`src/rtl/uart_rx_param.sv`:
```
// Parametrised oversampling UART receiver with a valid/ready output register and per-word error flags.
// Optional feature macro: UART_RX_MAJORITY_EN (2-of-3 majority vote around each sample point).
module uart_rx_param #(
  parameter int CLKS_PER_BIT = 16,
  parameter int DATA_BITS    = 8,
  parameter int PARITY_MODE  = 1,
  parameter int STOP_BITS    = 1
) (
  input  logic                 clk_i,
  input  logic                 reset_i,
  input  logic                 rx_i,
  output logic [DATA_BITS-1:0] rx_data_o,
  output logic                 rx_valid_o,
  input  logic                 rx_ready_i,
  output logic                 parity_err_o,
  output logic                 frame_err_o,
  output logic                 overrun_o,
  output logic                 busy_o
);

  localparam int CW = $clog2(CLKS_PER_BIT);
  localparam int BW = $clog2(DATA_BITS + 1);
  localparam int H  = CLKS_PER_BIT / 2;

  localparam logic [CW-1:0] BIT_SP    = CW'(CLKS_PER_BIT - 1);
  localparam logic [BW-1:0] LAST_DATA = BW'(DATA_BITS - 1);
  localparam logic [BW-1:0] LAST_STOP = BW'(STOP_BITS - 1);

  typedef enum logic [2:0] {IDLE, START, DATA, PARITY, STOP} state_t;

  state_t                 state_q;
  logic [CW-1:0]          clk_cnt_q;
  logic [BW-1:0]          bit_cnt_q;
  logic [DATA_BITS-1:0]   shift_q;
  logic                   perr_q;
  logic                   ferr_q;
  logic                   done_q;
  logic                   busy_q;
  logic                   rx_meta_q;
  logic                   rxs_q;
  logic                   bit_s;
  logic                   at_sp;

  logic [DATA_BITS-1:0]   rx_data_q;
  logic                   rx_valid_q;
  logic                   parity_err_q;
  logic                   frame_err_q;
  logic                   overrun_q;

  always_ff @(posedge clk_i) begin
    if (reset_i) begin
      rx_meta_q <= 1'b1;
      rxs_q     <= 1'b1;
    end else begin
      rx_meta_q <= rx_i;
      rxs_q     <= rx_meta_q;
    end
  end

`ifdef UART_RX_MAJORITY_EN
  // Decisions move one cycle later so the vote can include the sample after the nominal point.
  localparam logic [CW-1:0] START_SP = CW'(H);
  logic [1:0] hist_q;

  always_ff @(posedge clk_i) begin
    if (reset_i) hist_q <= 2'b11;
    else         hist_q <= {hist_q[0], rxs_q};
  end

  assign bit_s = (hist_q[1] & hist_q[0]) | (hist_q[1] & rxs_q) | (hist_q[0] & rxs_q);
`else
  localparam logic [CW-1:0] START_SP = CW'(H - 1);
  assign bit_s = rxs_q;
`endif

  assign at_sp = (state_q == START) ? (clk_cnt_q == START_SP) : (clk_cnt_q == BIT_SP);

  always_ff @(posedge clk_i) begin
    if (reset_i) begin
      state_q   <= IDLE;
      clk_cnt_q <= '0;
      bit_cnt_q <= '0;
      shift_q   <= '0;
      perr_q    <= 1'b0;
      ferr_q    <= 1'b0;
      done_q    <= 1'b0;
      busy_q    <= 1'b0;
    end else begin
      done_q <= 1'b0;
      if (state_q != IDLE) clk_cnt_q <= at_sp ? '0 : clk_cnt_q + 1'b1;
      case (state_q)
        IDLE: begin
          if (!rxs_q) begin
            state_q   <= START;
            clk_cnt_q <= '0;
            busy_q    <= 1'b1;
          end
        end
        START: begin
          if (at_sp) begin
            if (bit_s) begin
              state_q <= IDLE;
              busy_q  <= 1'b0;
            end else begin
              bit_cnt_q <= '0;
              state_q   <= DATA;
            end
          end
        end
        DATA: begin
          if (at_sp) begin
            shift_q   <= {bit_s, shift_q[DATA_BITS-1:1]};
            bit_cnt_q <= bit_cnt_q + 1'b1;
            if (bit_cnt_q == LAST_DATA) begin
              bit_cnt_q <= '0;
              perr_q    <= 1'b0;
              ferr_q    <= 1'b0;
              state_q   <= (PARITY_MODE != 0) ? PARITY : STOP;
            end
          end
        end
        PARITY: begin
          if (at_sp) begin
            perr_q  <= (PARITY_MODE == 2) ? ~(^shift_q ^ bit_s) : (^shift_q ^ bit_s);
            state_q <= STOP;
          end
        end
        STOP: begin
          if (at_sp) begin
            ferr_q    <= ferr_q | ~bit_s;
            bit_cnt_q <= bit_cnt_q + 1'b1;
            // Leave at the centre of the last stop bit so a following start edge is not missed.
            if (bit_cnt_q == LAST_STOP) begin
              bit_cnt_q <= '0;
              done_q    <= 1'b1;
              state_q   <= IDLE;
              busy_q    <= 1'b0;
            end
          end
        end
        default: begin
          state_q <= IDLE;
          busy_q  <= 1'b0;
        end
      endcase
    end
  end

  always_ff @(posedge clk_i) begin
    if (reset_i) begin
      rx_data_q    <= '0;
      rx_valid_q   <= 1'b0;
      parity_err_q <= 1'b0;
      frame_err_q  <= 1'b0;
      overrun_q    <= 1'b0;
    end else begin
      overrun_q <= 1'b0;
      if (done_q) begin
        if (!rx_valid_q || rx_ready_i) begin
          rx_data_q    <= shift_q;
          parity_err_q <= perr_q;
          frame_err_q  <= ferr_q;
          rx_valid_q   <= 1'b1;
        end else begin
          overrun_q <= 1'b1;
        end
      end else if (rx_valid_q && rx_ready_i) begin
        rx_valid_q <= 1'b0;
      end
    end
  end

  assign rx_data_o    = rx_data_q;
  assign rx_valid_o   = rx_valid_q;
  assign parity_err_o = parity_err_q;
  assign frame_err_o  = frame_err_q;
  assign overrun_o    = overrun_q;
  assign busy_o       = busy_q;

endmodule

```
`config.mk`:
```
export PLATFORM = sky130hd
export DESIGN_NAME = uart_rx_param
export DESIGN_NICKNAME = d
export VERILOG_FILES = /design/src/rtl/uart_rx_param.sv
export SDC_FILE = /design/constraint.sdc
export NUM_CORES = 1
export LEC_CHECK = 0
export BUFFER_PORTS_ARGS = -buffer_cell sky130_fd_sc_hd__buf_2
export CELL_PAD_IN_SITES_DETAIL_PLACEMENT = 1
export CELL_PAD_IN_SITES_GLOBAL_PLACEMENT = 1
export CORE_MARGIN = 3
export CORE_UTILIZATION = 44
export CTS_CLUSTER_DIAMETER = 100
export CTS_CLUSTER_SIZE = 20
export DETAILED_ROUTE_END_ITERATION = 12
export HOLD_SLACK_MARGIN = 0.02
export PLACE_DENSITY = 0.77
export SYNTH_ARGS = -nofsm -noshare
export SYNTH_HDL_FRONTEND = slang
export SYNTH_SLANG_ARGS = --single-unit
```
`constraint.sdc`:
```
create_clock -name clk_i -period 2.1 [get_ports clk_i]
set_input_delay 0.105 -clock clk_i [delete_from_list [all_inputs] [get_ports clk_i]]
set_output_delay 0.105 -clock clk_i [all_outputs]
set_load 0.005 [all_outputs]
```
=== Yosys cells after proc, flatten, opt, wreduce, memory -nomap -nowiden ===
Index checks and enable logic that the tools add are counted.
Widths: inputs -> output; s select.

* Bits in registers: 37
* Latch bits: 0
* Bits in writable memories: 0
* Memory bits (read-only): 0
* Input port bits: 4
* Word-level logic and storage cells: 101
* Memories kept: 0

* Add/subtract/negate cells: 2
* Multipliers: 0
* Div/mod/pow operators: 0
* Magnitude comparators: 0
* Equality and inequality tests: 17
* Shifts and indexed selects: 0
* Multiplexer cells: 38
* Bitwise logic cells: 7
* Reduce and logical (&&, ||, !) cells: 22

{| class="wikitable"
|+ Operators by type and width
! operator !! count
|-
| $mux 4 || 10
|-
| $mux 3 || 7
|-
| $ne 2x2->1 const B || 9
|-
| $mux 1 || 15
|-
| $pmux 3 s5 || 1
|-
| $pmux 4 s3 || 1
|-
| $add 4x1->4 const B || 2
|-
| $eq 4x3->1 const B || 2
|-
| $reduce_and 4->1 || 2
|-
| $reduce_xor 8->1 || 1
|-
| $reduce_and 7->1 || 1
|-
| $eq 3x2->1 const B || 2
|-
| $reduce_and 2->1 || 3
|-
| $reduce_and 6->1 || 1
|-
| $reduce_bool 2->1 || 3
|-
| $reduce_bool 3->1 || 2
|-
| $not 1->1 || 5
|-
| $reduce_and 5->1 || 1
|-
| $eq 4x4->1 const B || 1
|-
| $logic_not 4->1 || 1
|-
| $pmux 1 s2 || 2
|-
| $pmux 1 s4 || 1
|-
| $reduce_or 2->1 || 2
|-
| $eq 3x1->1 const B || 1
|-
| other kinds (10) || 10
|}

=== Logic depth before layout (Yosys ltp) ===
Gate-level depths: netlist of the first run.

* Depth in word-level cells: 6
* Depth in mapped cells: 7

=== Least setup slack after synthesis of the first run ===
OpenSTA, ideal clock, no wires.

* Path type: register to register
* Start point: register bit_cnt_q[0]
* End point: register state_q[1]
* Library setup time: 0.074 ns
* Arrival: 1.789 ns
* Required time: 2.026 ns
* Setup slack: 0.237 ns
* Cell stages (with the launch flop): 8
* Path buffers: 0
* Clock period less this slack: 1.863 ns
* Path through: dfxtp_1 inv_1 ha_1 or3b_1 a2bb2oi_1 nand4_1 or3_1 a31oi_1

* Word-level cells in the longest chain between the ends: 3
* Elaborated cells between the ends (all ways): 5
* Classes of those cells: eq/ne: 3; reduce/logical: 2

{| class="wikitable"
|+ Ends and longest elaborated chain
! item !! line !! text
|-
| start: declaration || 33 || <nowiki>logic [BW-1:0] bit_cnt_q;</nowiki>
|-
| start signal: assignment || 113 || <nowiki>bit_cnt_q <= bit_cnt_q + 1'b1;</nowiki>
|-
| start signal: assignment || 131 || <nowiki>bit_cnt_q <= bit_cnt_q + 1'b1;</nowiki>
|-
| $eq 4x3->1 or $logic_not 4->1 (tied branches) || 114, 133 ||
|-
| $ne 2x2->1 (no line) || - ||
|-
| $reduce_and 7->1 (no line) * || - ||
|-
| end signal: assignment || 118 || <nowiki>state_q <= (PARITY_MODE != 0) ? PARITY : STOP;</nowiki>
|-
| end: declaration || 31 || <nowiki>state_t state_q;</nowiki>
|}

Mark *: on every way between the ends. The rest lies on a longest branch, timed or not.
A chain may end at the register's enable or synchronous reset.

=== Worst setup path in the final report of the first run ===
Same ends and word-level chain as after synthesis.

==> results.txt, run 1 <==
----------------------------------------------------
[Final layout]
  Utilization after layout ... 54.3%
  Fraction of layout cells with a size suffix above 1 ... 22.4%
  Antenna cells ... 0
  Count of filler cells inserted in the layout ... ~430
  Cell area after layout ... 2050 um2
  Total Nets Final ... between 200 and 250
  Synthesis-to-layout area growth ... 16.3%

[Logic synthesis]
  EDFF count, synth ... 0
  Synth Flop Type ... dfxtp_1
  Syn. warnings ... 0
  Flip-flop and latch count after synthesis ... 37
  Asr flop ratio synth ... 0%
  Syn Area/Cell ... 9.27 um2
  Cells after synthesis ... 190
  Post-Syn Area ... about 1800 um2
  Distinct cell type count after synthesis ... 44
  Sequential area share after synthesis ... between 40% and 50%
  Synthesized Nets ... 197

[Worst hold path]
  Number of cells on the worst hold path ... 2
  Tightest Hold Check Type ... input pin to flop

[Route]
  Remaining routing DRC violations ... 0
  Number of nets with antenna violations after detailed routing ... 0
  WL per Instance ... 16.2 um
  Violation count after the first detailed-routing iteration ... 93
  Routed WL ... 4180 um
  Total iterations of the first detailed-routing run ... 4
  Via total after detailed routing ... ~1400
  Ratio of routed vias to standard cells ... about 5.5

[STA]
  Slew at the pin with the worst max-slew slack ... 0.634 ns
  Final setup viols ... 0
  Skew final ... 0.00740 ns
  Highest achievable clock rate ... between 400 and 500 MHz
  Final Critical Period ... 2.01 ns
  Hold Vio Cnt, Final ... 0
  Worst Hold Margin ... 0.309 ns
  Number of max-slew violations in the final report ... 0
  Portion of the clock cycle consumed by the worst path in the final layout ... between 90 and 100%
  Remaining max-slew budget at the tightest pin ... between 50 and 60%

[Global routing]
  Global-route wire length before repair ... ~6800 um
  Via count of the first global-routing pass ... 1425
  Initial antenna violation count ... 0
  Largest net degree at the start of global routing ... 38
  GRT Util Overall ... 17.4%
  Overflow left after global routing ... 0

[Power]
  Leakage power summed over all cells ... 0.000842 uW
  Comb pwr share ... between 10% and 20%
  Proportion of power drawn by the clock network ... 35.4%
  Final Power ... 1740 uW
  Switching power ... 504 uW
  Cell-internal power ... 1240 uW
  Power per cell area ... around 850 nW/um2
  Max IR drop VDD ... 0.459 mV
  Switching share of total power ... between 20% and 30%
  Sequential Power Share ... 45.5%

[Placed design]
  Port Buffer Count ... 16
  Half-perimeter wire length after detailed placement ... 2780 um
  Gp weighted congestion ... ~0.88
  Post-DP Area ... between 1500 and 2000 um2

[Clocking]
  Reg clk slew, reported paths ... 0.08 ns
  Num Clock Sinks ... 37
  Clock tree root driver cell ... clkbuf_8
  Depth of the CTS H-tree ... 2
  Maximum buffer depth of the clock tree ... 2
  TritonCTS clock tree ... yes
  Total clock buffers created by CTS ... 5
  Skew-Pair Late Insertion Delay ... 0.29 ns

[Die]
  I/O pin count ... 17
  Width of the chip ... 69.3 um
  Initial core utilization ... 46.7%
  Placeable core region ... 3770 um2
  Floorplan die area ... 4800 um2
  Die height ... 69.3 um
  Number of cell rows ... 22

[Critical path]
  Peak per-stage delay on the critical path ... 0.42 ns
  Peak fanout along the critical path ... 5
  Startpoint types ... flop
  Reg2reg path depth ... 7
  Cell with the biggest individual delay on the critical path ... or3b_4
  Crit path kind ... flop to flop
  Worst endpoint data arrival time ... around 2.2 ns
  Setup crit end kind ... flop
  List of cells traversed by the critical path ... inv_1 -> ha_1 -> or3b_4 -> a2bb2oi_4 -> nand4_1 -> or3_1 -> a31oi_1
  Required time reported for the critical path endpoint ... 2.30 ns

[Run status]
  Run status ... finished clean

[Job]
  Number of max-cap violations ... 0

----------------------------------------------------
## layer usage
layer | vias up | wire [um] | global-route usage (%)
li1 | 688 | - | -
met1 | 695 | 1780 | 21.0
met2 | 32 | 2110 | 29.7
met3 | 11 | 156 | 3.77
met4 | 0 | 140 | 7.38
met5 | - | 0 | 0
## cell families after synthesis
group	Yosys count	synth area share (%)
adders and majority gates	3	2.13
and+or+nand+nor	76	22.9
buffers and inverters	16	4.83
xor gates and xnor gates	9	5.68
muxes	20	11.4
DFF	37	42.0
AOI/OAI and AO/OA	29	11.1
## cells in the mapped netlist, types with 2 or more instances
cell type / number / share of area [%]
or2_2: 4 / 1.4
a21oi_1: 13 / 3.7
ha_1: 3 / 2.1
nor2_1: 26 / 5.5
nand2_1: 13 / 2.8
dfxtp_1: 37 / 42
o21ai_0: 5 / 1.4
nand2b_1: 3 / 1.1
or3b_1: 2 / 0.99
buf_6: 2 / 1.3
nor2b_1: 2 / 0.71
nand3_1: 7 / 2.0
nor4_1: 2 / 0.71
o21ai_1: 3 / 0.85
or3_1: 4 / 1.4
xnor2_1: 6 / 3.0
clkbuf_1: 3 / 0.64
nor3_1: 3 / 0.85
buf_2: 5 / 1.4
mux2i_1: 20 / 11
inv_1: 4 / 0.85
## placed cells by master, fill, tap and decap left out, types with 2 or more instances in the layout
cell / synthesis / final
o21ai_1: 3 / 4
nand2b_1: 3 / 3
nand3_1: 7 / 7
clkbuf_8: 0 / 5
nor3_1: 3 / 2
or2_2: 4 / 4
a21oi_1: 13 / 13
dfxtp_2: 0 / 2
nor2b_1: 2 / 2
dlygate4sd3_1: 0 / 2
ha_1: 3 / 3
buf_2: 5 / 16
nor2_1: 26 / 26
inv_1: 4 / 4
xnor2_1: 6 / 6
or3_1: 4 / 4
nor4_1: 2 / 2
dfxtp_1: 37 / 34
mux2i_1: 20 / 20
nor3b_4: 1 / 2
or3b_4: 1 / 2
nand2_1: 13 / 13
buf_4: 1 / 6
o21ai_0: 5 / 4
## final timing paths
path                     start            to  slack [ns]
hold / removal         reset_i  parity_err_o        0.31
hold reg to reg      rx_meta_q         bit_s        0.43
setup reg to reg  bit_cnt_q[0]    state_q[1]        0.09
setup / recovery  bit_cnt_q[0]    state_q[1]        0.09
## stage by stage
step	std cells	worst slack [ns]	TNS, ns
2_1_floorplan	190	0.237	0
3_3_place_gp	248	0.155	0
3_5_place_dp	248	-0.0185	-0.0185
4_1_cts	258	0.00491	0
5_1_grt	258	-0.00573	-0.00573
6_report	258	0.0922	0
## sequential cells by signal, summed over array words and instances (netlist names)
register and flops:
busy_o 1, perr_q 1, done_q 1, state_q 3
rx_data_o 8, ferr_q 1, bit_s 1, rx_meta_q 1
frame_err_o 1, rx_valid_o 1, bit_cnt_q 4, clk_cnt_q 4
shift_q 8, parity_err_o 1, overrun_o 1
## area by class of cell
cell class	count	area (um2)	share of cell area, %
multi-input cells	137	968	47.3
inverters	4	15.0	0.733
flip-flops and latches	37	747	36.5
clock inverters	3	43.8	2.14
repair buffers	24	145	7.09
well taps	48	60.1	2.93
clock buffers	5	68.8	3.36
## critical path, delay by kind of cell, from the launching register on
kind            cells  cell delay [ns]
compound gates      2             0.36
fa+ha+maj           1             0.16
buf+inv             1             0.08
flops               1             0.36
simple gates        3             0.96
## repair_timing
| action | 4_1_cts | 5_1_grt |
|---|---|---|
| pin swaps | 0 | 1 |
| hold buffers | 2 | 0 |
| hold endpoints to repair | 2 | 0 |
| setup endpoints to repair | 3 | 14 |
| gates resized for setup | 1 | 9 |
| setup buffers | 0 | 0 |
## power groups by stage
stage	clock network [uW]	logic (uW)	registers (uW)
floorplan	0	257	763
global placement	0	296	791
detailed placement	0	318	797
CTS	634	326	781
global route	670	363	802
finish	618	334	793
(Power assumes the default switching activity.)
==> run 2: changes to the inputs <==
--- a/config.mk
+++ b/config.mk
@@ -14,7 +14,7 @@
 export CTS_CLUSTER_SIZE = 20
 export DETAILED_ROUTE_END_ITERATION = 12
 export HOLD_SLACK_MARGIN = 0.02
-export PLACE_DENSITY = 0.77
+export PLACE_DENSITY_LB_ADDON = 0.08
 export SYNTH_ARGS = -nofsm -noshare
 export SYNTH_HDL_FRONTEND = slang
 export SYNTH_SLANG_ARGS = --single-unit
==> results.txt, run 2 (synthesized netlist as in run 1, its figures left out) <==
----------------------------------------------------
[Global routing]
  Global-route wire length before repair ... 6410 um (was 6780 um)
  GRT Util Overall ... 16.5% (was 17.4%)
  Initial antenna violation count ... 0 (unchanged)
  Overflow left after global routing ... 0 (unchanged)
  Via count of the first global-routing pass ... 1364 (was 1425)
  Largest net degree at the start of global routing ... 38 (unchanged)

[STA]
  Final-layout setup total negative slack ... 0 ns (unchanged)
  Slew at the pin with the worst max-slew slack ... 0.655 ns (was 0.634 ns)
  Highest achievable clock rate ... 507 MHz (was 498 MHz)
  Unrepaired setup endpoints after global routing ... true
  Final setup viols ... 0 (unchanged)
  Skew final ... 0.00341 ns (was 0.00740 ns)
  Hold Vio Cnt, Final ... 0 (unchanged)
  Portion of the clock cycle consumed by the worst path in the final layout ... 93.9% (was 95.6%)
  Final Critical Period ... 1.97 ns (was 2.01 ns)
  Remaining max-slew budget at the tightest pin ... 56.3% (was 57.7%)
  Least setup slack across all paths after layout ... 0.128 ns (was 0.0922 ns)
  Number of max-slew violations in the final report ... 0 (unchanged)

[Power]
  Switching power ... 490 uW (was 504 uW)
  Max IR drop VDD ... 0.485 mV (was 0.459 mV)
  Final Power ... 1730 uW (was 1740 uW)
  Proportion of power drawn by the clock network ... 36.0% (was 35.4%)
  Switching share of total power ... 28.3% (was 28.9%)
  Sequential Power Share ... 44.4% (was 45.5%)
  Cell-internal power ... 1240 uW (about the same)
  Leakage power summed over all cells ... 0.000846 uW (was 0.000842 uW)
  Power per cell area ... 856 nW/um2 (was 852 nW/um2)
  Comb pwr share ... 19.6% (was 19.1%)

[Die]
  Initial core utilization ... 46.7% (unchanged)
  I/O pin count ... 17 (unchanged)
  Floorplan die area ... 4800 um2 (unchanged)
  Width of the chip ... 69.3 um (unchanged)
  Placeable core region ... 3770 um2 (unchanged)
  Number of cell rows ... 22 (unchanged)
  Die height ... 69.3 um (unchanged)

[Clocking]
  TritonCTS clock tree ... yes (unchanged)
  Num Clock Sinks ... 37 (unchanged)
  Depth of the CTS H-tree ... 2 (unchanged)
  Maximum buffer depth of the clock tree ... 2 (unchanged)
  Skew-Pair Late Insertion Delay ... 0.29 ns (about the same)
  Total clock buffers created by CTS ... 5 (unchanged)
  Clock tree root driver cell ... clkbuf_8 (unchanged)
  Postcts setup bufs ... 0 (unchanged)
  Reg clk slew, reported paths ... 0.08 ns (about the same)

[Critical path]
  Launching element of the worst setup path ... state_q[1] (was bit_cnt_q[0])
  Required time reported for the critical path endpoint ... 2.32 ns (was 2.30 ns)
  Critical register-to-register path startpoint ... state_q[1] (was bit_cnt_q[0])
  Reg2reg path depth ... 4 (was 7)
  Critical Path End ... bit_cnt_q[3] (was state_q[1])
  Register-to-register setup slack ... 0.13 ns (was 0.09 ns)
  Worst endpoint data arrival time ... 2.19 ns (was 2.21 ns)
  Peak fanout along the critical path ... 11 (was 5)
  Crit path kind ... flop to flop (unchanged)
  Setup crit end kind ... flop (unchanged)
  Reg2reg end ... bit_cnt_q[3] (was state_q[1])
  Startpoint types ... flop (unchanged)

[Placed design]
  Port Buffer Count ... 16 (unchanged)
  Half-perimeter wire length after detailed placement ... 2700 um (was 2780 um)
  Gp weighted congestion ... 0.868 (was 0.884)
  Pre-CTS setup slack ... 0.105 ns (was -0.0185 ns)

[Route]
  Violation count after the first detailed-routing iteration ... 67 (was 93)
  Via total after detailed routing ... 1347 (was 1426)
  Total iterations of the first detailed-routing run ... 4 (unchanged)
  WL per Instance ... 14.7 um (was 16.2 um)
  Routed WL ... 3800 um (was 4180 um)
  Ratio of routed vias to standard cells ... 5.20 (was 5.53)
  Remaining routing DRC violations ... 0 (unchanged)
  Number of nets with antenna violations after detailed routing ... 0 (unchanged)

[Worst hold path]
  Number of cells on the worst hold path ... 2 (unchanged)
  Tightest Hold Check Type ... input pin to flop (unchanged)

[Final layout]
  Total Nets Final ... 217 (was 216)
  Fraction of layout cells with a size suffix above 1 ... 19.9% (was 22.4%)
  Most frequent standard cell in the layout excluding fill and tap cells ... dfxtp_1 (unchanged)
  Antenna cells ... 0 (unchanged)
  Top library cells by usage in the layout, fill and taps aside ... 37 x dfxtp_1, 26 x nor2_1, 20 x mux2i_1, 16 x buf_2 (was 34 x dfxtp_1, 26 x nor2_1, 20 x mux2i_1, 16 x buf_2)
  Synthesis-to-layout area growth ... 14.8% (was 16.3%)

[Job]
  Number of max-cap violations ... 0 (unchanged)

[Run status]
  Run status ... finished clean (unchanged)

----------------------------------------------------
-- run 2: stage by stage --
| stage | cell area, um2 | cells | util, % | hold slack, ns |
|---|---|---|---|---|
| 2_1_floorplan | 1760 | 190 | - | 0.184 |
| 4_1_cts | 2020 | 259 | 53.5 | 0.335 |
| 3_3_place_gp | 1880 | 249 | 50.0 | 0.290 |
| 6_report | 2020 | 259 | 53.6 | 0.325 |
| 3_5_place_dp | 1880 | 249 | 50.0 | 0.296 |
| 5_1_grt | 2020 | 259 | 53.6 | 0.355 |
-- run 2: layout make-up --
cell class | instances | area, um2
Clock inverter | 3 | 43.8
Clock buffer | 5 | 68.8
Tap cell | 48 | 60.1
Inverter | 4 | 15.0
Fill cell | 435 | 1750
Sequential cell | 37 | 741
Timing Repair Buffer | 25 | 153
Multi-Input combinational cell | 137 | 942
-- run 2: critical path, cell delays in order, from the launching register on --
cell and delay, ns:
dfxtp_1 0.58, or3b_1 0.51, a2bb2oi_2 0.20, or4_1 0.47, a21oi_1 0.14
-- run 2: per-layer routing --
metal | up-vias | share of wire [%] | wire (um) | global-route usage (%)
met5 | - | 0 | 0 | 0
met2 | 17 | 47 | 1810 | 26.6
met4 | 0 | 1.4 | 54 | 5.64
met3 | 7 | 3.9 | 147 | 4.49
met1 | 636 | 47 | 1800 | 21.1
li1 | 687 | - | - | -
-- run 2: repair_timing --
item	4_1_cts	5_1_grt
resized for setup	0	1
endpoints found under the setup margin	0	5
hold buffers	2	0
endpoints found under the hold margin	2	0
-- run 2: worst min path at each step --
| stage | startpoint | end | slack (ns) |
|---|---|---|---|
| 3_3_place_gp | rx_i | rx_meta_q | 0.29 |
| 4_1_cts | reset_i | state_q[2] | 0.34 |
| 6_report | reset_i | state_q[2] | 0.33 |
| 2_1_floorplan | rx_ready_i | overrun_o | 0.18 |
| 3_5_place_dp | rx_i | rx_meta_q | 0.30 |
| 5_1_grt | reset_i | clk_cnt_q[2] | 0.36 |
-- run 2: power groups by stage --
stage | clock (uW) | sequential, uW | combinational (uW)
5_1_grt | 682 | 778 | 375
2_1_floorplan | 0 | 763 | 257
6_report | 624 | 768 | 339
3_5_place_dp | 0 | 786 | 335
3_3_place_gp | 0 | 781 | 326
4_1_cts | 643 | 769 | 340
